<file path="config.mk">
export PLATFORM = sky130hd
export DESIGN_NAME = btn_press_decoder
export DESIGN_NICKNAME = d
export VERILOG_FILES = /design/src/rtl/btn_press_decoder.sv
export SDC_FILE = /design/constraint.sdc
export NUM_CORES = 1
export LEC_CHECK = 0
export CAP_MARGIN = 20
export CORE_ASPECT_RATIO = 0.8
export CORE_MARGIN = 5
export CORE_UTILIZATION = 55
export CTS_BUF_LIST = sky130_fd_sc_hd__clkbuf_4
export CTS_CLUSTER_DIAMETER = 80
export DETAILED_ROUTE_END_ITERATION = 12
export PLACE_DENSITY_LB_ADDON = 0.15
export SYNTH_ARGS = -nofsm -noshare
export SYNTH_HDL_FRONTEND = slang
export SYNTH_SLANG_ARGS = --single-unit
</file>
<file path="constraint.sdc">
create_clock -name CLK -period 1.9 [get_ports CLK]
set_input_delay 0.285 -clock CLK [delete_from_list [all_inputs] [get_ports CLK]]
set_output_delay 0.285 -clock CLK [all_outputs]
set_load 0.01 [all_outputs]
</file>
<file path="src/rtl/btn_press_decoder.sv">
// Button press classifier: short press, long press and auto-repeat
// pulses decoded from a debounced button level.
module btn_press_decoder #(
  parameter int LONG_TICKS   = 3000,
  parameter int REPEAT_TICKS = 600
) (
  input  logic CLK,
  input  logic rst,
  input  logic en,
  input  logic i_btn,
  output logic o_short,
  output logic o_long,
  output logic o_repeat,
  output logic o_held
);

  typedef enum logic [1:0] {
    IDLE      = 2'd0,
    PRESSED   = 2'd1,
    LONG_HELD = 2'd2
  } state_t;

  localparam logic [11:0] LONG_LAST = 12'(LONG_TICKS - 1);
  localparam logic [11:0] REP_LAST  = 12'(REPEAT_TICKS - 1);

  state_t      state_q;
  state_t      state_d;
  logic [11:0] cnt_q;
  logic [11:0] cnt_d;
  logic        short_d;
  logic        long_d;
  logic        rep_d;

  always_ff @(posedge CLK or posedge rst) begin
    if (rst) begin
      state_q  <= IDLE;
      cnt_q    <= '0;
      o_short  <= 1'b0;
      o_long   <= 1'b0;
      o_repeat <= 1'b0;
      o_held   <= 1'b0;
    end else begin
      state_q  <= state_d;
      cnt_q    <= cnt_d;
      o_short  <= short_d;
      o_long   <= long_d;
      o_repeat <= rep_d;
      o_held   <= (state_d != IDLE);
    end
  end

  // Release is tested before the terminal count so it always wins.
  // A count at or beyond the terminal value is treated as terminal,
  // which keeps cnt bounded even from a corrupted value.
  always_comb begin
    state_d = state_q;
    cnt_d   = cnt_q;
    short_d = 1'b0;
    long_d  = 1'b0;
    rep_d   = 1'b0;
    unique case (state_q)
      IDLE: begin
        if (en && i_btn) begin
          state_d = PRESSED;
          cnt_d   = '0;
        end
      end
      PRESSED: begin
        if (en) begin
          if (!i_btn) begin
            short_d = 1'b1;
            state_d = IDLE;
            cnt_d   = '0;
          end else if (cnt_q >= LONG_LAST) begin
            long_d  = 1'b1;
            state_d = LONG_HELD;
            cnt_d   = '0;
          end else begin
            cnt_d = cnt_q + 12'd1;
          end
        end
      end
      LONG_HELD: begin
        if (en) begin
          if (!i_btn) begin
            state_d = IDLE;
            cnt_d   = '0;
          end else if (cnt_q >= REP_LAST) begin
            rep_d = 1'b1;
            cnt_d = '0;
          end else begin
            cnt_d = cnt_q + 12'd1;
          end
        end
      end
      default: begin
        state_d = IDLE;
        cnt_d   = '0;
      end
    endcase
  end

endmodule

</file>
Yosys cells after proc, flatten, opt, wreduce, memory -nomap -nowiden. Index checks and enable logic that the tools add are counted.

Add/sub/neg operators: 1. Magnitude comparators: 2. Equality and inequality tests: 5. Multiplexer cells: 26. Reduce and logical (&&, ||, !) cells: 4.

Operators with widths (number): $mux W12 (7); $pmux W12 S3 (1); $add A12 B1 Y12 const B (1); $ge A12 B10 Y1 const B (1); $ge A12 B12 Y1 const B (1); $mux W2 (6); $mux W1 (11); $ne A2 B2 Y1 const B (3); $pmux W2 S3 (1); $reduce_and A3 Y1 (1); $eq A2 B1 Y1 const B (1); $eq A2 B2 Y1 const B (1); $logic_not A2 Y1 (1); $reduce_bool A2 Y1 (1); $logic_and A1 B1 Y1 (1).

Register bits: 18. Input bits: 4. Output and inout port bits: 4. Word-level logic and storage cells: 44.

Depth between registers and ports, before layout. Gate-level depths: netlist (run 1).

Word-level depth: 6. Mapped depth: 8. Gate-level depth less buffers: 7.

Least setup slack after synthesis (run 1). OpenSTA, ideal clock, no wires.

Path type: register -> register. Start: register state_q[0]. End: register cnt_q[4]. Library setup time: 0.132 ns. Arrival time: 1.650 ns. Required time: 1.768 ns. Setup slack: 0.119 ns. Stages on the path, launching flop included: 8. Buffers on the path: 1. Clock period less this slack: 1.781 ns. Path through: dfrtp_1 > inv_1 > ha_1 > or2_1 > o211a_1 > buf_2 > o21ai_0 > o32ai_2.

Longest elaborated chain between the ends: 3. Elaborated cells between the ends (all ways): 8. Those cells by class: eq/ne: 5; mux: 1; reduce/logical: 2.

RTL lines: start: declaration (line 26) `state_t state_q;`; start signal: assignment (line 43) `state_q <= state_d;`; $eq A2 B1 Y1, or another cell as far along (line 61) `unique case (state_q)`; $ne A2 B2 Y1 (no source line); $reduce_and A3 Y1 (no source line); end signal: assignment (line 44) `cnt_q <= cnt_d;`; end: declaration (line 28) `logic [11:0] cnt_q;`.

Parallel ways exist; a longest one is shown, timed or not. A chain may end at the register's enable or synchronous reset.

Worst setup path after layout (run 1).
Start: register state_q[0]. End: register cnt_q[3].

The elaborated chain is that of the path after synthesis.

==> results.md, run 1 <==
* Syn Inst Count at 126
* Starting DRC count in detailed routing at 37
* CP max stage cell: dfrtp_1
* # setup viols final at 0
* Syn avg cell area at 9.57 um2
* Core footprint at 2120 um2
* Clk_lat worst skew at 0.31 ns
* Area share of the largest cell type after synthesis at 37.3%
* Final core utilization at 70.0%
* Vias in the first global route at 961
* Largest area contributor in the netlist: dfrtp_1
* Setup Total Neg Slack at 0 ns
* Area contributors post-synth: dfrtp_1 (37%), nand2_1 (5.9%), ha_1 (5.2%)
* Largest net degree at the start of global routing at 14
* All-Layer GR Usage at 17.3%
* Met2 WL at 1130 um
* CP Data Required Time at 2.11 ns
* Max stage delay on crit path at 0.40 ns
* WP depth at 7
* Fillers at 154
* Post-route setup slack at 0.0944 ns
* Ratio of final minimum period to clock period at 95.0%
* First-pass GRT wire length at 4380 um
* CP cell instances: inv_1 -> ha_1 -> or2_4 -> o211ai_4 -> buf_4 -> a21oi_4 -> o31ai_1
* Fin cells at 175
* DP Worst Slack at -0.0353 ns
* Inserted Diodes at 0
* Total Wirelength at 2610 um
* Die Ht at 51.9 um
* Num rows at 15
* Initial Util at 56.9%
* Sequential area share after synthesis at 37.3%
* Synth warn at 0
* Max Clk Rate at 554 MHz
* Met3 routed WL at 112 um
* Post-route ant nets at 0
* Maxcap violations at 0
* CTS Sinks at 18
* Post-Syn Nets at 135
* Layout Skew at 0.00940 ns
* Initial antenna violation count at 0
* Post-layout min period at 1.81 ns
* Post-synth top cells: nand2_1 (19), dfrtp_1 (18), inv_1 (7)
* HPWL Detailed at 2000 um
* WL per Instance at 14.9 um
* Routability congestion estimate at 0.918
* Status: finished clean
* Class of the worst hold path: input pin to asynchronous set/reset pin
* Port Buffers at 7
* Area growth syn-to-layout at 23.1%
* Syn Std Cell Area at 1210 um2
* CP Data Arrival Time at 2.01 ns
* CTS max path bufs at 2
* CTS buffer count at 3
* Worst-path maximum fanout at 5
* Overflow after GRT at 0
* Post-synth EDFFs at 0
* VDD IR-drop max at 0.726 mV
* Leakage at 0.000666 uW
* Critical Path Start: state_q[0]$_DFF_PP0_
* Headroom to the max-slew limit at 77.7%
* FF+latch count, synth at 18
* CTS tree: done
* Clock slew at reported path FFs at 0.11 ns
* Clk root buf: clkbuf_4
* RSZ-0062 raised after global routing: no
* Critical path buffers and inverters at 2
* Dpl cells at 170
* Hold Vio Cnt, Final at 0
* Share of cells above drive strength 1 at 28.0%
* FF-to-FF End: cnt_q[3]$_DFFE_PP0P_
* Slew Limit Fails at 0
* Num ports at 8
* Die Footprint at 3240 um2
* Die X at 62.4 um
* H-tree Lvls at 1
* NumNets Final at 161
* Via/cell ratio at 5.80
* WS Path Type: flip-flop to flip-flop
* Startpoint types: flip-flop
* First-pass detailed-route iteration total at 4
* Asr flop ratio synth at 100%
* Ys flop type: dfrtp_1
* Worst r2r src: state_q[0]$_DFF_PP0_
* Cells on worst reg2reg path at 7
* DR DRC count at 0
* PD cells at 770 nW/um2
* Family with the most delay on the worst path: compound AO/OA/AOI/OAI gates
* Worst Setup End Kind: flip-flop
* Flop2flop setup slack at 0.09 ns
* Worst slew pin tran at 0.335 ns
* Highest routed layer: met4
* Routed via count at 1015
* Total power at 1140 uW
* Most frequent cell after synthesis: nand2_1
* Synth unique cells at 49
* Met1 wire length at 1340 um
[layout make-up]
cell class	instances	area (um2)	share of cell area, %
Clock buffer	3	22.5	1.52
Multi-Input combinational cell	96	729	49.1
Inverter	7	26.3	1.77
Timing Repair Buffer	26	225	15.2
Tap cell	25	31.3	2.11
Sequential cell	18	450	30.3
[per-stage QoR]
stage	instance area (um2)	hold slack (ns)
6_report	1490	0.194
5_1_grt	1490	0.215
4_1_cts	1430	0.198
3_5_place_dp	1410	0.537
3_3_place_gp	1410	0.530
2_1_floorplan	1210	0.224
[how the worst max path moves through the flow]
stage | endpoint | slack (ns)
CTS | cnt_q[10]$_DFFE_PP0P_ | 0.01
finish | cnt_q[3]$_DFFE_PP0P_ | 0.09
detailed placement | cnt_q[10]$_DFFE_PP0P_ | -0.04
floorplan | cnt_q[4]$_DFFE_PP0P_ | 0.12
global placement | cnt_q[10]$_DFFE_PP0P_ | 0.02
global route | cnt_q[3]$_DFFE_PP0P_ | 0.004
[logic make-up (layout without fill, tap and decap cells)]
| kind of cell | count (synthesis) | after routing | synth area share, % |
|---|---|---|---|
| buffers and inverters | 12 | 36 | 5.50 |
| and+or+nand+nor | 56 | 56 | 27.9 |
| xor gates and xnor gates | 1 | 1 | 0.726 |
| muxes | 1 | 1 | 0.830 |
| AOI/OAI and AO/OA | 33 | 33 | 22.5 |
| adders and majority gates | 5 | 5 | 5.19 |
| DFF | 18 | 18 | 37.3 |
[repair_timing]
action / CTS / global route
gates resized for setup: 1 / 8
hold buffers: 0 / 0
endpoints found under the setup margin: 2 / 9
setup buffers: 0 / 2
pin swaps: 0 / 1
[per-layer routing]
layer  vias up  global-route usage [%]
met4         0                    4.24
met3         4                    5.18
li1        512                       -
met1       479                    24.4
met2        20                    25.9
met5         -                       0
[cells in the final DEF, fill, tap and decap left out, types with 2 or more instances in the layout]
master / count
nand2_1: 19
dfrtp_1: 18
buf_4: 18
inv_1: 7
clkdlybuf4s50_1: 7
nor2_1: 5
and2_1: 4
nand3_1: 4
ha_1: 4
nor2_4: 3
o21ai_1: 3
nor3_1: 3
a21oi_1: 3
o211ai_1: 3
clkbuf_4: 3
and3_1: 2
nand4_1: 2
nand2b_1: 2
o221ai_2: 2
a31oi_1: 2
o31ai_1: 2
o221ai_1: 2
a21o_1: 2
o21ai_0: 2
or3_1: 2
[state kept, by name, summed over array words and instances (netlist names)]
register / cells
o_short: 1
o_long: 1
state_q: 2
o_held: 1
cnt_q: 12
o_repeat: 1
[where the power goes]
group / switching [uW] / internal [uW]
clock network: 126 / 74.1
registers: 14.0 / 406
logic: 272 / 252
total: 412 / 732
No activity file was read; power rests on OpenSTA's default activity.
==> run 2, diff against run 1 <==
--- a/config.mk
+++ b/config.mk
@@ -8,7 +8,7 @@
 export CAP_MARGIN = 20
 export CORE_ASPECT_RATIO = 0.8
 export CORE_MARGIN = 5
-export CORE_UTILIZATION = 55
+export CORE_UTILIZATION = 60
 export CTS_BUF_LIST = sky130_fd_sc_hd__clkbuf_4
 export CTS_CLUSTER_DIAMETER = 80
 export DETAILED_ROUTE_END_ITERATION = 12
==> constraint.sdc (replaced) <==
create_clock -name CLK -period 2 [get_ports CLK]
set_input_delay 0.3 -clock CLK [delete_from_list [all_inputs] [get_ports CLK]]
set_output_delay 0.3 -clock CLK [all_outputs]
set_load 0.01 [all_outputs]
==> run 2 against run 1 <==
Against the previous run: register-to-register slack worse by 0.02 ns; clock power down 11%; largest cell class unchanged; highest routed layer unchanged; core utilization up 1.7 points; hold slack better by 0.21 ns; non-clock buffer count down 14.
==> results.md, run 2 (synthesis results as in run 1) <==
* Overflow after GRT at 0 (unchanged)
* NumNets Final at 147 (-8.7%)
* WS Path Type: flip-flop to flip-flop
* Cells on worst reg2reg path at 7 (unchanged)
* Num rows at 14 (-1)
* Headroom to the max-slew limit at 53.1% (-25 points)
* Die X at 60.1 um (-3.6%)
* Routed via count at 1014 (-0.099%)
* All-Layer GR Usage at 21.3% (+4.0 points)
* Layout Skew at 0.00676 ns (-0.00265 ns)
* CTS buffer count at 3 (unchanged)
* Worst-path maximum fanout at 6 (+1)
* Die Ht at 50.1 um (-3.4%)
* CTS max path bufs at 2 (unchanged)
* Vias in the first global route at 1055 (+9.8%)
* Initial antenna violation count at 0 (unchanged)
* Cell area after layout at 1360 um2 (-8.7%)
* Routability congestion estimate at 0.825 (-10%)
* Die Footprint at 3010 um2 (-6.9%)
* Largest net degree at the start of global routing at 19 (+5)
* CP Data Arrival Time at 2.09 ns (+0.08 ns)
* Flop2flop setup slack at 0.08 ns (-0.02 ns)
* Most frequent cells in the layout: nand2_1 (19), dfrtp_1 (17), inv_1 (7), clkdlybuf4s50_1 (7)
* CTS Sinks at 18 (unchanged)
* Hold-fix buffers at CTS at 0 (unchanged)
* DR DRC count at 0 (unchanged)
* Largest registers: cnt_q x12, state_q x2
* Initial Util at 63.8% (+6.9 points)
* Total Wirelength at 2760 um (+5.7%)
* CP Data Required Time at 2.17 ns (+0.06 ns)
* Core footprint at 1890 um2 (-11%)
* First-pass GRT wire length at 4860 um (+11%)
* Via/cell ratio at 6.34 (+9.3%)
* Commonest non-fill, non-tap cell in the layout: nand2_1
* First-pass detailed-route iteration total at 4 (unchanged)
* Worst slew pin tran at 0.703 ns (+0.368 ns)
* Post-route setup slack at 0.0793 ns (-0.0151 ns)
* Share of cells above drive strength 1 at 18.4% (-9.6 points)
* CP cell instances: inv_1 -> ha_1 -> or2_1 -> o211ai_2 -> o21ai_1 -> o221ai_1 -> o31ai_1
* Hold Slack at 0.408 ns (+0.214 ns)
* Hold Vio Cnt, Final at 0 (unchanged)
* Startpoint types: flip-flop
* Total power at 978 uW (-15%)
* PD cells at 721 nW/um2 (-6.4%)
* Placed Area at 1310 um2 (-7.0%)
* Post-route ant nets at 0 (unchanged)
* Worst Setup End Kind: flip-flop
* Leakage at 0.000595 uW (-11%)
* Class of the worst hold path: input pin to asynchronous set/reset pin
* Top reg by flops: cnt_q
* Max Clk Rate at 521 MHz (-6.0%)
* VDD IR-drop max at 0.516 mV (-29%)
* Area growth syn-to-layout at 12.4%
* Clock slew at reported path FFs at 0.10 ns (about the same)
* Status: finished clean
* HPWL Detailed at 2020 um (+1.1%)
* Port Buffers at 7 (unchanged)
* Post-layout min period at 1.92 ns (+0.115 ns)
* H-tree Lvls at 1 (unchanged)
* Max stage delay on crit path at 0.42 ns (+0.02 ns)
* Max reg flops at 12 (unchanged)
* Clk_lat worst skew at 0.29 ns (-0.02 ns)
* CP max stage cell: dfrtp_2
* CTS tree: done
* Ratio of final minimum period to clock period at 96.0% (+1.0 points)
* Starting DRC count in detailed routing at 48 (+30%)
* # setup viols final at 0 (unchanged)
* Inserted Diodes at 0 (unchanged)
* Slew Limit Fails at 0 (unchanged)
* Num ports at 8 (unchanged)
* Maxcap violations at 0 (unchanged)
* Setup Total Neg Slack at 0 ns (unchanged)
* DP Worst Slack at -0.00206 ns (+0.0333 ns)
* WL per Instance at 17.2 um (+16%)
* Clk root buf: clkbuf_4
run 2: per-layer routing:
layer / GRT usage, % / vias to the layer above / wire length (um)
met5: 0 / - / 0
met4: 5.90 / 0 / 30
met3: 5.22 / 4 / 130
met2: 34.4 / 36 / 1370
met1: 28.1 / 492 / 1230
li1: - / 482 / -
run 2: path summary, 6_finish.rpt:
path,from,end
worst max-delay path,state_q[0]$_DFF_PP0_,cnt_q[3]$_DFFE_PP0P_
worst min register to register,cnt_q[0]$_DFFE_PP0P_,cnt_q[0]$_DFFE_PP0P_
max in group asynchronous,rst,state_q[0]$_DFF_PP0_
worst min-delay path,rst,cnt_q[10]$_DFFE_PP0P_
worst max register to register,state_q[0]$_DFF_PP0_,cnt_q[3]$_DFFE_PP0P_
min in group CLK,cnt_q[0]$_DFFE_PP0P_,cnt_q[0]$_DFFE_PP0P_
run 2: power by group:
group          internal [uW]  total [uW]  switching (uW)
Clock                   70.1         179             109
Sequential               387         407            19.8
Combinational            166         392             226
run 2: layout make-up:
cell class,count,area (um2)
Multi-Input combinational cell,96,706
Fill cell,149,536
Sequential cell,18,452
Timing Repair Buffer,12,120
Tap cell,24,30.0
Inverter,7,26.3
Clock buffer,3,22.5
run 2: timing repair:
action | 4_1_cts | 5_1_grt
resized for setup | 1 | 4
endpoints found under the setup margin | 3 | 8
buffers inserted | 1 | 0
pin swaps | 2 | 1
run 2: stage by stage:
stage	std cells	utilization, %
after global placement	156	69.2
after floorplan	126	-
final	160	71.7
after CTS	160	70.8
after global routing	160	71.7
after detailed placement	156	69.2
run 2: worst max-delay path, delay by kind of cell, from the launching register on:
family          cells  cell delay, ns
flops               1            0.42
fa+ha+maj           1            0.25
simple gates        1            0.30
buf+inv             1            0.08
compound gates      4            0.76
==> run 3, diff against run 2 <==
--- a/config.mk
+++ b/config.mk
@@ -7,7 +7,7 @@
 export LEC_CHECK = 0
 export CAP_MARGIN = 20
 export CORE_ASPECT_RATIO = 0.8
-export CORE_MARGIN = 5
+export CORE_MARGIN = 1
 export CORE_UTILIZATION = 60
 export CTS_BUF_LIST = sky130_fd_sc_hd__clkbuf_4
 export CTS_CLUSTER_DIAMETER = 80
==> run 3 against run 2 <==
Against the previous run: highest routed layer unchanged; sequential power is essentially flat; hold slack better by 0.0018 ns; setup slack better by 0.0041 ns; via count rose by 4.2%; power rose by 5.8%; die area decreased by 27%; register-to-register slack about the same; sequential share of layout area is 1.1 points lower; cell area grew 3.3%; cell count grew 3.8%; largest cell class unchanged; global-route usage grew 8.8 points; flip-flop and latch count unchanged.
==> results.md, run 3 (synthesis results as in run 1) <==
* Most frequent cells in the layout: nand2_1 (19), dfrtp_1 (17), buf_4 (11)
* WS Path Type: flip-flop to flip-flop
* WP depth at 7 (unchanged)
* FF-to-FF End: cnt_q[4]$_DFFE_PP0P_
* First-pass detailed-route iteration total at 4 (unchanged)
* VDD IR-drop max at 0.783 mV (+52%)
* Crit path to: cnt_q[4]$_DFFE_PP0P_
* Post-layout min period at 1.92 ns (-0.00411 ns)
* Inserted Diodes at 0 (unchanged)
* Max reg flops at 12 (unchanged)
* Leakage at 0.000620 uW (+4.1%)
* Clock slew at reported path FFs at 0.10 ns (about the same)
* Setup Total Neg Slack at 0 ns (unchanged)
* Ratio of final minimum period to clock period at 95.8% (-0.21 points)
* CTS Sinks at 18 (unchanged)
* Worst Setup End Kind: flip-flop
* Worst r2r src: state_q[0]$_DFF_PP0_
* Top reg by flops: cnt_q
* WL per Instance at 17.2 um (about the same)
* Startpoint types: flip-flop
* Sw Ratio at 36.4% (+0.11 points)
* Hold Vio Cnt, Final at 0 (unchanged)
* Critical path buffers and inverters at 1 (unchanged)
* CP max stage cell: dfrtp_2
* Die Ht at 42.1 um (-16%)
* CTS tree: done
* Routability congestion estimate at 0.895 (+8.4%)
* Placed Area at 1330 um2 (+1.9%)
* Clk root buf: clkbuf_4
* Starting DRC count in detailed routing at 46 (-4.2%)
* P_sw at 376 uW (+6.1%)
* Class of the worst hold path: input pin to asynchronous set/reset pin
* Clk_lat worst skew at 0.30 ns (about the same)
* Port Buffers at 7 (unchanged)
* Share of cells above drive strength 1 at 23.9% (+5.6 points)
* DR DRC count at 0 (unchanged)
* Largest registers: cnt_q x12, state_q x2
* Slew Limit Fails at 0 (unchanged)
* Commonest non-fill, non-tap cell in the layout: nand2_1
* Area growth syn-to-layout at 16.2%
* Family with the most delay on the worst path: simple AND/OR/NAND/NOR gates
* Flop pwr share at 39.4% (-2.2 points)
* Comb pwr share at 43.1% (+3.0 points)
* Max Clk Rate at 522 MHz (+0.21%)
* Total Wirelength at 2860 um (+3.7%)
* Num ports at 8 (unchanged)
* Hold Slack at 0.410 ns (+0.00179 ns)
* Dpl cells at 161 (+3.2%)
* Worst-path maximum fanout at 6 (unchanged)
* PD cells at 738 nW/um2 (+2.4%)
* Headroom to the max-slew limit at 52.1% (-0.99 points)
* CTS max path bufs at 2 (unchanged)
* Cells on worst reg2reg path at 7 (unchanged)
* Routed via count at 1057 (+4.2%)
* Num rows at 14 (unchanged)
* CP cell instances: inv_1 -> ha_1 -> or2_4 -> o211ai_4 -> o21ai_2 -> nor2_2 -> o32ai_2
* Via/cell ratio at 6.37 (+0.47%)
* CP Data Arrival Time at 2.09 ns (about the same)
* Die X at 52.1 um (-13%)
* CP Data Required Time at 2.18 ns (about the same)
* All-Layer GR Usage at 30.1% (+8.8 points)
* Maxcap violations at 0 (unchanged)
* NumNets Final at 153 (+4.1%)
* Fin cells at 166 (+3.8%)
* Largest net degree at the start of global routing at 19 (unchanged)
* CTS buffer count at 3 (unchanged)
* # setup viols final at 0 (unchanged)
* H-tree Lvls at 1 (unchanged)
* Critical Path Start: state_q[0]$_DFF_PP0_
* HPWL Detailed at 2140 um (+5.8%)
* Die Footprint at 2190 um2 (-27%)
* Status: finished clean
* Post-route ant nets at 0 (unchanged)
* Cell area after layout at 1400 um2 (+3.3%)
* Clock power share at 17.5% (-0.8 points)
* Int Pwr at 658 uW (+5.6%)
* First-pass GRT wire length at 4800 um (-1.3%)
* Layout Skew at 0.00425 ns (-0.00250 ns)
* Worst slew pin tran at 0.718 ns (+0.0148 ns)
* Overflow after GRT at 0 (unchanged)
* Max stage delay on crit path at 0.43 ns (about the same)
* Initial antenna violation count at 0 (unchanged)
* Core footprint at 1890 um2 (unchanged)
* Initial Util at 63.8% (unchanged)
* Vias in the first global route at 1017 (-3.6%)
* Flop2flop setup slack at 0.08 ns (about the same)
-- run 3: worst min path at each step --
stage	from	endpoint	slack [ns]	cells after the start
2_1_floorplan	rst	cnt_q[0]$_DFFE_PP0P_	0.24	1
3_3_place_gp	cnt_q[1]$_DFFE_PP0P_	cnt_q[1]$_DFFE_PP0P_	0.53	2
3_5_place_dp	cnt_q[1]$_DFFE_PP0P_	cnt_q[1]$_DFFE_PP0P_	0.53	2
4_1_cts	rst	cnt_q[2]$_DFFE_PP0P_	0.42	2
5_1_grt	rst	cnt_q[9]$_DFFE_PP0P_	0.49	2
6_report	rst	cnt_q[8]$_DFFE_PP0P_	0.41	2
-- run 3: final cells by class --
cell class	instances	area, um2
Tap cell	24	30.0
Clock buffer	3	22.5
Multi-Input combinational cell	96	718
Inverter	7	26.3
Sequential cell	18	452
Timing Repair Buffer	18	153
Fill cell	142	490
-- run 3: repair_timing --
item | in CTS | in global routing
hold buffers | 0 | 0
setup endpoints to repair | 6 | 10
buffers inserted | 0 | 2
cloned | 0 | 0
pin swaps | 0 | 2
gates resized for setup | 3 | 5
-- run 3: routing by layer --
| layer | up-vias | routed length [um] | track usage, % |
|---|---|---|---|
| met3 | 11 | 218 | 6.88 |
| li1 | 493 | - | - |
| met5 | - | 0 | 0 |
| met1 | 505 | 1220 | 41.5 |
| met4 | 0 | 71 | 9.47 |
| met2 | 48 | 1340 | 46.9 |
-- run 3: stage by stage --
| stage | setup slack, ns | total power [uW] | util, % |
|---|---|---|---|
| global placement | 0.0840 | 737 | 70.5 |
| global route | -0.00330 | 1080 | 74.1 |
| detailed placement | -0.0370 | 766 | 70.5 |
| finish | 0.0834 | 1030 | 74.1 |
| floorplan | 0.219 | 652 | - |
| CTS | 0.0189 | 970 | 72.2 |
-- run 3: power groups by stage --
stage / clock network (uW) / logic (uW) / registers, uW
floorplan: 0 / 238 / 414
global placement: 0 / 328 / 409
detailed placement: 0 / 353 / 413
CTS: 184 / 377 / 408
global route: 197 / 475 / 410
finish: 181 / 445 / 408
